**config.mk**
```make
export PLATFORM = sky130hd
export DESIGN_NAME = pll_reconfig_responder
export DESIGN_NICKNAME = d
export VERILOG_FILES = /design/src/rtl/pll_reconfig_responder.sv
export SDC_FILE = /design/constraint.sdc
export NUM_CORES = 1
export LEC_CHECK = 0
export CAP_MARGIN = 5
export CORE_MARGIN = 3
export CORE_UTILIZATION = 40
export CTS_CLUSTER_SIZE = 8
export DETAILED_ROUTE_END_ITERATION = 7
export PLACE_DENSITY = 0.76
export SLEW_MARGIN = 30
export SYNTH_ARGS = -nofsm -noshare
export SYNTH_HDL_FRONTEND = slang
export SYNTH_SLANG_ARGS = --single-unit
```
**constraint.sdc**
```tcl
create_clock -name clk -period 2.7 [get_ports clk]
set_clock_uncertainty 0.15 [all_clocks]
set_input_delay 0.54 -clock clk [delete_from_list [all_inputs] [get_ports clk]]
set_output_delay 0.54 -clock clk [all_outputs]
set_load 0.005 [all_outputs]
```
**src/rtl/pll_reconfig_responder.sv**
```systemverilog
// PLL reconfiguration responder: Avalon-MM start/status registers, streams a MIF
// image from ROM to the PLL scan logic, then pulses the PLL reset and waits for lock.
// All state advances only on clk_en; waitrequest holds every access off while busy.
module pll_reconfig_responder #(
  parameter int MIF_WORDS    = 46,
  parameter int LOCK_TIMEOUT = 1023
) (
  input  logic        clk,
  input  logic        reset_n,
  input  logic        clk_en,
  input  logic [8:0]  avs_address,
  input  logic        avs_write,
  input  logic        avs_read,
  input  logic [31:0] avs_writedata,
  output logic [31:0] avs_readdata,
  output logic        avs_waitrequest,
  output logic [8:0]  rom_addr,
  input  logic [31:0] rom_data,
  output logic        pll_cfg_valid,
  output logic        pll_cfg_last,
  output logic [31:0] pll_cfg_data,
  input  logic        pll_cfg_ready,
  output logic        pll_areset,
  input  logic        pll_locked
);

  localparam int IDX_W  = (MIF_WORDS > 1) ? $clog2(MIF_WORDS) : 1;
  localparam int LCK_W  = $clog2(LOCK_TIMEOUT + 1);
  // One counter serves both the 4-cycle PLL reset pulse and the lock timeout.
  localparam int CNT_W  = (LCK_W > 3) ? LCK_W : 3;

  localparam logic [8:0] ADDR_STATUS = 9'h000;
  localparam logic [8:0] ADDR_START  = 9'h010;

  typedef enum logic [2:0] {
    S_IDLE      = 3'd0,
    S_FETCH     = 3'd1,
    S_WAIT_ROM  = 3'd2,
    S_SEND      = 3'd3,
    S_PLL_RST   = 3'd4,
    S_WAIT_LOCK = 3'd5,
    S_DONE      = 3'd6
  } state_t;

  state_t            state_q, state_d;
  logic [8:0]        base_q, base_d;
  logic [IDX_W-1:0]  idx_q, idx_d;
  logic [CNT_W-1:0]  cnt_q, cnt_d;
  logic              timeout_err_q, timeout_err_d;
  logic              waitreq_q, waitreq_d;
  logic [31:0]       rdata_q, rdata_d;
  logic [8:0]        rom_addr_q, rom_addr_d;
  logic              cfg_valid_q, cfg_valid_d;
  logic              cfg_last_q, cfg_last_d;
  logic [31:0]       cfg_data_q, cfg_data_d;
  logic              areset_q, areset_d;

  logic              acc_ok;
  logic              wr_acc;
  logic              rd_acc;
  logic              start;
  logic              hs;
  logic              is_last;
  logic [CNT_W-1:0]  cnt_inc;
  logic              lock_to;
  logic              busy;
  logic [31:0]       rd_mux;
  logic              unused_wdata;

  // Upper write-data bits carry no register content.
  assign unused_wdata = ^avs_writedata[31:9];

  // Access acceptance and stream/timer decode shared by the next-state and output logic.
  always_comb begin
    acc_ok  = clk_en && (state_q == S_IDLE) && !waitreq_q;
    wr_acc  = acc_ok && avs_write;
    // A write presented together with a read wins; the read is dropped.
    rd_acc  = acc_ok && avs_read && !avs_write;
    start   = wr_acc && (avs_address == ADDR_START);
    hs      = clk_en && (state_q == S_SEND) && cfg_valid_q && pll_cfg_ready;
    is_last = (idx_q == IDX_W'(MIF_WORDS - 1));
    cnt_inc = cnt_q + CNT_W'(1);
    lock_to = (cnt_inc == CNT_W'(LOCK_TIMEOUT));
    busy    = (state_q != S_IDLE);
    case (avs_address)
      ADDR_STATUS: rd_mux = {29'd0, timeout_err_q, pll_locked, busy};
      ADDR_START:  rd_mux = {23'd0, base_q};
      default:     rd_mux = 32'd0;
    endcase
  end

  // State and registered outputs; everything holds while clk_en is low.
  always_ff @(posedge clk or negedge reset_n) begin
    if (!reset_n) begin
      state_q       <= S_IDLE;
      base_q        <= '0;
      idx_q         <= '0;
      cnt_q         <= '0;
      timeout_err_q <= 1'b0;
      waitreq_q     <= 1'b0;
      rdata_q       <= '0;
      rom_addr_q    <= '0;
      cfg_valid_q   <= 1'b0;
      cfg_last_q    <= 1'b0;
      cfg_data_q    <= '0;
      areset_q      <= 1'b0;
    end else if (clk_en) begin
      state_q       <= state_d;
      base_q        <= base_d;
      idx_q         <= idx_d;
      cnt_q         <= cnt_d;
      timeout_err_q <= timeout_err_d;
      waitreq_q     <= waitreq_d;
      rdata_q       <= rdata_d;
      rom_addr_q    <= rom_addr_d;
      cfg_valid_q   <= cfg_valid_d;
      cfg_last_q    <= cfg_last_d;
      cfg_data_q    <= cfg_data_d;
      areset_q      <= areset_d;
    end
  end

  // Next-state selection: at most one transition per enabled cycle.
  always_comb begin
    state_d = state_q;
    case (state_q)
      S_IDLE:      if (start) state_d = S_FETCH;
      S_FETCH:     state_d = S_WAIT_ROM;
      S_WAIT_ROM:  state_d = S_SEND;
      S_SEND:      if (hs) state_d = is_last ? S_PLL_RST : S_FETCH;
      S_PLL_RST:   if (cnt_q == CNT_W'(3)) state_d = S_WAIT_LOCK;
      S_WAIT_LOCK: if (pll_locked || lock_to) state_d = S_DONE;
      S_DONE:      state_d = S_IDLE;
      default:     state_d = S_IDLE;
    endcase
  end

  // Datapath and registered-output next values for the current state.
  always_comb begin
    base_d        = base_q;
    idx_d         = idx_q;
    cnt_d         = cnt_q;
    timeout_err_d = timeout_err_q;
    waitreq_d     = waitreq_q;
    rdata_d       = rdata_q;
    rom_addr_d    = rom_addr_q;
    cfg_valid_d   = cfg_valid_q;
    cfg_last_d    = cfg_last_q;
    cfg_data_d    = cfg_data_q;
    areset_d      = areset_q;
    case (state_q)
      S_IDLE: begin
        if (rd_acc) rdata_d = rd_mux;
        if (start) begin
          base_d        = avs_writedata[8:0];
          idx_d         = '0;
          timeout_err_d = 1'b0;
          waitreq_d     = 1'b1;
          // Address is presented during FETCH so ROM data is ready in WAIT_ROM.
          rom_addr_d    = avs_writedata[8:0];
        end
      end
      S_FETCH: begin
      end
      S_WAIT_ROM: begin
        cfg_data_d  = rom_data;
        cfg_valid_d = 1'b1;
        cfg_last_d  = is_last;
      end
      S_SEND: begin
        if (hs) begin
          cfg_valid_d = 1'b0;
          cfg_last_d  = 1'b0;
          if (is_last) begin
            areset_d = 1'b1;
            cnt_d    = '0;
          end else begin
            idx_d      = idx_q + IDX_W'(1);
            rom_addr_d = base_q + 9'(idx_q) + 9'd1;
          end
        end
      end
      S_PLL_RST: begin
        if (cnt_q == CNT_W'(3)) begin
          areset_d = 1'b0;
          cnt_d    = '0;
        end else begin
          cnt_d = cnt_inc;
        end
      end
      S_WAIT_LOCK: begin
        if (!pll_locked) begin
          cnt_d = cnt_inc;
          if (lock_to) timeout_err_d = 1'b1;
        end
      end
      S_DONE: begin
        waitreq_d = 1'b0;
      end
      default: begin
        base_d        = '0;
        idx_d         = '0;
        cnt_d         = '0;
        timeout_err_d = 1'b0;
        waitreq_d     = 1'b0;
        rdata_d       = '0;
        rom_addr_d    = '0;
        cfg_valid_d   = 1'b0;
        cfg_last_d    = 1'b0;
        cfg_data_d    = '0;
        areset_d      = 1'b0;
      end
    endcase
  end

  assign avs_readdata    = rdata_q;
  assign avs_waitrequest = waitreq_q;
  assign rom_addr        = rom_addr_q;
  assign pll_cfg_valid   = cfg_valid_q;
  assign pll_cfg_last    = cfg_last_q;
  assign pll_cfg_data    = cfg_data_q;
  assign pll_areset      = areset_q;

endmodule

```
# After elaboration in Yosys (flattened, before gate mapping)
# Cells that the tools add are included.
totals:
  out_inout_bits: 77
  regBits: 106
  word_cells: 113
classes:
  n_bitwise: 8
  add_sub_neg: 4
  n_eq_ne: 19
  reduce_logical: 33
  muxes: 37
ops:
  columns: ["cell", "count"]
  rows:
  - ["$pmux W32 S2", 2]
  - ["$mux W10", 4]
  - ["$pmux W10 S4", 1]
  - ["$pmux W9 S2", 2]
  - ["$mux W32", 1]
  - ["$mux W9", 3]
  - ["$pmux W9 S3", 1]
  - ["$reduce_and A5 Y1", 5]
  - ["$reduce_or A5 Y1", 5]
  - ["$mux W6", 3]
  - ["$ne A2 B2 Y1 const B", 9]
  - ["$pmux W3 S6", 1]
  - ["$pmux W6 S3", 1]
  - ["$mux W3", 5]
  - ["$pmux W1 S3", 4]
  - ["$reduce_and A3 Y1", 4]
  - ["$reduce_or A6 Y1", 2]
  - ["$add A10 B1 Y10 const B", 1]
  - ["$eq A10 B10 Y1 const B", 1]
  - ["$eq A10 B2 Y1 const B", 1]
  - ["$add A9 B1 Y9 const B", 1]
  - ["$add A9 B6 Y9", 1]
  - ["$eq A3 B3 Y1 const B", 3]
  - ["$eq A9 B5 Y1 const B", 1]
  - ["other kinds (15)", 39]

# Depth between registers and ports, before layout
depth:
  ltp_word: 7
  mapped_depth: 10
  ltp_nobuf: 10

# Worst setup path before layout
# No wires, ideal clock.
synth_path:
  path_type: "flip-flop to flip-flop"
  startpoint: "register idx_q[1]"
  endpoint: "register idx_q[5]"
  n_path_buf: 0
  t_arrival_ps: 1997
  t_required_ps: 2422
  synth_period_minus_slack_ps: 2275
  stages_incl_launch_ff: 9
  path_slack_ps: 425
  path_cell_list: "dfrtp_1 -> inv_1 -> ha_1 -> and4b_1 -> a211o_1 -> a21o_1 -> or4_4 -> xor2_1 -> nor2_1"
synth_between:
  elab_chain_len: 4
synth_lines:
  columns: ["element", "line", "rtl"]
  rows:
  - ["start: declaration", "47", "logic [IDX_W-1:0] idx_q, idx_d;"]
  - ["start signal: assignment", "110", "idx_q <= idx_d;"]
  - ["$add A6 B1 Y6", "178", "idx_d = idx_q + IDX_W'(1);"]
  - ["$mux W6", "174", "if (is_last) begin"]
  - ["$mux W6", "171", "if (hs) begin"]
  - ["$pmux W6 S3", "151", "case (state_q)"]
# Several ways; a longest one is shown, not always the timed one. The select of a mux whose other input is x is not followed.
# A chain may end at the register's enable or synchronous reset.

# Final worst setup path
# Ends and elaborated chain as after synthesis.

==> flow_summary.toml <==
[setup_path]
cp_max_fo = 5
r2r_slack_ps = 290
crit_start = "idx_q[1]$_DFFE_PN0P_"
reg2reg_to = "idx_q[5]$_DFFE_PN0P_"
critPathBufInv = 1
critPathTopFamily = "simple AND/OR/NAND/NOR gates"
cp.arrival_ps = 2500
cp-end-kind = "flip-flop"
start_kind = "flip-flop"
path_cells = "inv_1, ha_1, and4b_1, a211o_1, a21o_1, or4_4, xor2_1, nor2_1"
rr_startpoint = "idx_q[1]$_DFFE_PN0P_"
cpPeakStageDelay_ps = 480
r2r_cells = 8
path_class = "reg2reg"
worst_path_max_delay_cell = "or4_4"
worst_ep_required_time_ps = 2790

[power]
power_density_nw_per_um2 = 888
ir_drop_uv = 543
power_uw = 5200
leakage_uw = 0.00266

[finish]
area_growth_syn_to_layout_pct = 34.0
n_fill_cell = 954
multi_input_area_sq_um = 2050
fin_nets = 699
drive_gt1_frac = 0.0832
finish.utilization = 0.559
antenna_cells = 0
regArea_sq_um = 2080

[run_status]
run_status = "finished clean"

[global_routing]
grt_pass1_vias = 3915
grt_max_degree = 55
grt.total_usage = 0.187
grt_pass1_wl_microns = 19100
grt_remaining_overflow = 0
antenna_found_initial = 0

[sta]
maxSlewHeadroom = 0.600
worst_pin_slew_ps = 597
setup_violations = 0
tns_ps = 0
fmax_mhz = 415
layout_min_cycle_time_ps = 2410
hold_viol = 0
slew_viol_final = 0
rsz0062_at_grt = "no"
timing.final.crit_share = 0.892

[worst_hold_path]
holdPathStages = 2
hp-class = "reg2reg"
hold_end = "pll_cfg_data[1]$_DFFE_PN0P_"
hp-start = "pll_cfg_data[1]$_DFFE_PN0P_"

[synthesis]
synth.top_cells.by_count = "107 x nand2_1, 83 x dfrtp_1, 44 x nand3_1"
yosysMostFrequentCell = "nand2_1"
synth.area.top_cells = "dfrtp_1 48%, nand2_1 9.2%, nand3_1 5.0%"
synth_edf_count = 0
synth.distinct_cells = 58
synth-seq-area-share = 0.476
synth_async_sr_flop_share = 1.00
yosysTopAreaCell = "dfrtp_1"
synth_top_area_frac = 0.476
syn_area_sq_um = 4370
ys_ff_latch = 83
syn_area_per_cell_sq_um = 8.89
ys.flop_type = "dfrtp_1"
yosys_warnings = 0
synth_cells = 491

[cts]
htreeDepth = 3
insertion_delay_ps = 370
cts_buffers = 9
cts_tree = "done"
clk_pin_slew_ps = 100
clk_path_buf_depth = 2
cts_sinks = 83
cts-root-buf = "clkbuf_8"

[placed_design]
hpwl_microns = 8310
port_buffers = 110
place_congestion = 0.870

[detailed_routing]
detail-route-antenna-nets = 0
dr.pass1.iters = 5
wl_per_cell_microns = 15.1
vias = 3966
totalWireLength_microns = 11300
viasPerCell = 5.30
drc = 0
drt_iter0_markers = 366

[floorplanning]
coreArea_sq_um = 10500
start_util = 0.417
die_w_microns = 110
io_pins = 157
die-area_sq_um = 12200
std_cell_rows = 37
die_height_microns = 110

[job]
cap_violations = 0
-- per-stage QoR --
stage	area (sq um)	instances	hold WS, ps	setup slack (ps)
2_1_floorplan	4450	513	94.4	425
3_3_place_gp	5630	732	299	37.7
3_5_place_dp	5630	732	306	28.2
4_1_cts	5840	749	328	187
5_1_grt	5850	749	347	50.6
6_report	5850	749	324	293
-- routing by layer --
layer,track usage,routed length [microns],vias up
met5,0,0,-
met2,0.311,5510,151
met1,0.245,4960,1902
met4,0.0542,165,0
met3,0.0405,705,18
li1,-,-,1895
-- how the worst max path moves through the flow --
stage                                    to  cells after the start
finish                 idx_q[5]$_DFFE_PN0P_                      8
global route        rom_addr[8]$_DFFE_PN0P_                     10
CTS                 rom_addr[8]$_DFFE_PN0P_                     10
detailed placement     idx_q[5]$_DFFE_PN0P_                      7
global placement       idx_q[5]$_DFFE_PN0P_                      7
floorplan              idx_q[5]$_DFFE_PN0P_                      8
-- area by class of cell --
class | instances | share of cell area
repair buffers | 133 | 0.222
inverters | 13 | 0.00834
clock inverters | 7 | 0.0141
flip-flops and latches | 83 | 0.355
clock buffers | 9 | 0.0212
multi-input cells | 368 | 0.351
well taps | 136 | 0.0291
-- flip-flops by register name, summed over array words and instances (netlist names) --
name	count
timeout_err_q	1
state_q	3
pll_areset	1
avs_readdata	9
base_q	9
avs_waitrequest	1
pll_cfg_data	32
pll_cfg_valid	1
cnt_q	10
pll_cfg_last	1
idx_q	6
rom_addr	9
-- cell families (layout without fill, tap and decap cells) --
logic type	count (synthesis)	count (layout)	share of synthesized area
and+or+nand+nor	227	227	0.239
AOI/OAI and AO/OA	92	92	0.142
DFF	83	83	0.476
buffers and inverters	62	162	0.0771
adders and majority gates	11	11	0.0332
xor gates and xnor gates	11	11	0.0221
muxes	4	4	0.00974
other	1	23	0.000859
-- cells in the final DEF, fill, tap and decap left out, types with 3 or more instances in the layout --
cell type	n
clkdlybuf4s50_1	109
nand2_1	107
dfrtp_1	83
nand3_1	44
nor2_1	31
conb_1	23
o21ai_0	21
buf_4	21
inv_1	13
o21ai_1	11
a31oi_1	10
ha_1	10
a21oi_1	9
clkbuf_8	9
or3_1	8
xor2_1	8
a22o_1	7
nor3_1	6
and3_1	5
nand4_1	5
o31ai_1	4
o21a_1	4
a211o_1	3
nor2b_1	3
a21o_1	3
xnor2_1	3
-- tightest hold or removal path, stage by stage, from the launching register on --
cell     delay (ps)
dfrtp_1         350
nand2_1          50
nand2_1          50
-- power breakdown --
part,internal [uW],switching (uW)
registers,1670,372
clock network,445,501
logic,1110,1100
-- repair_timing --
item / in CTS / in global routing
hold buffers: 1 / 0
endpoints found under the setup margin: 0 / 2
resized for setup: 0 / 2
hold endpoints to repair: 29 / 0
buffers inserted: 0 / 0
(Power assumes the default switching activity.)
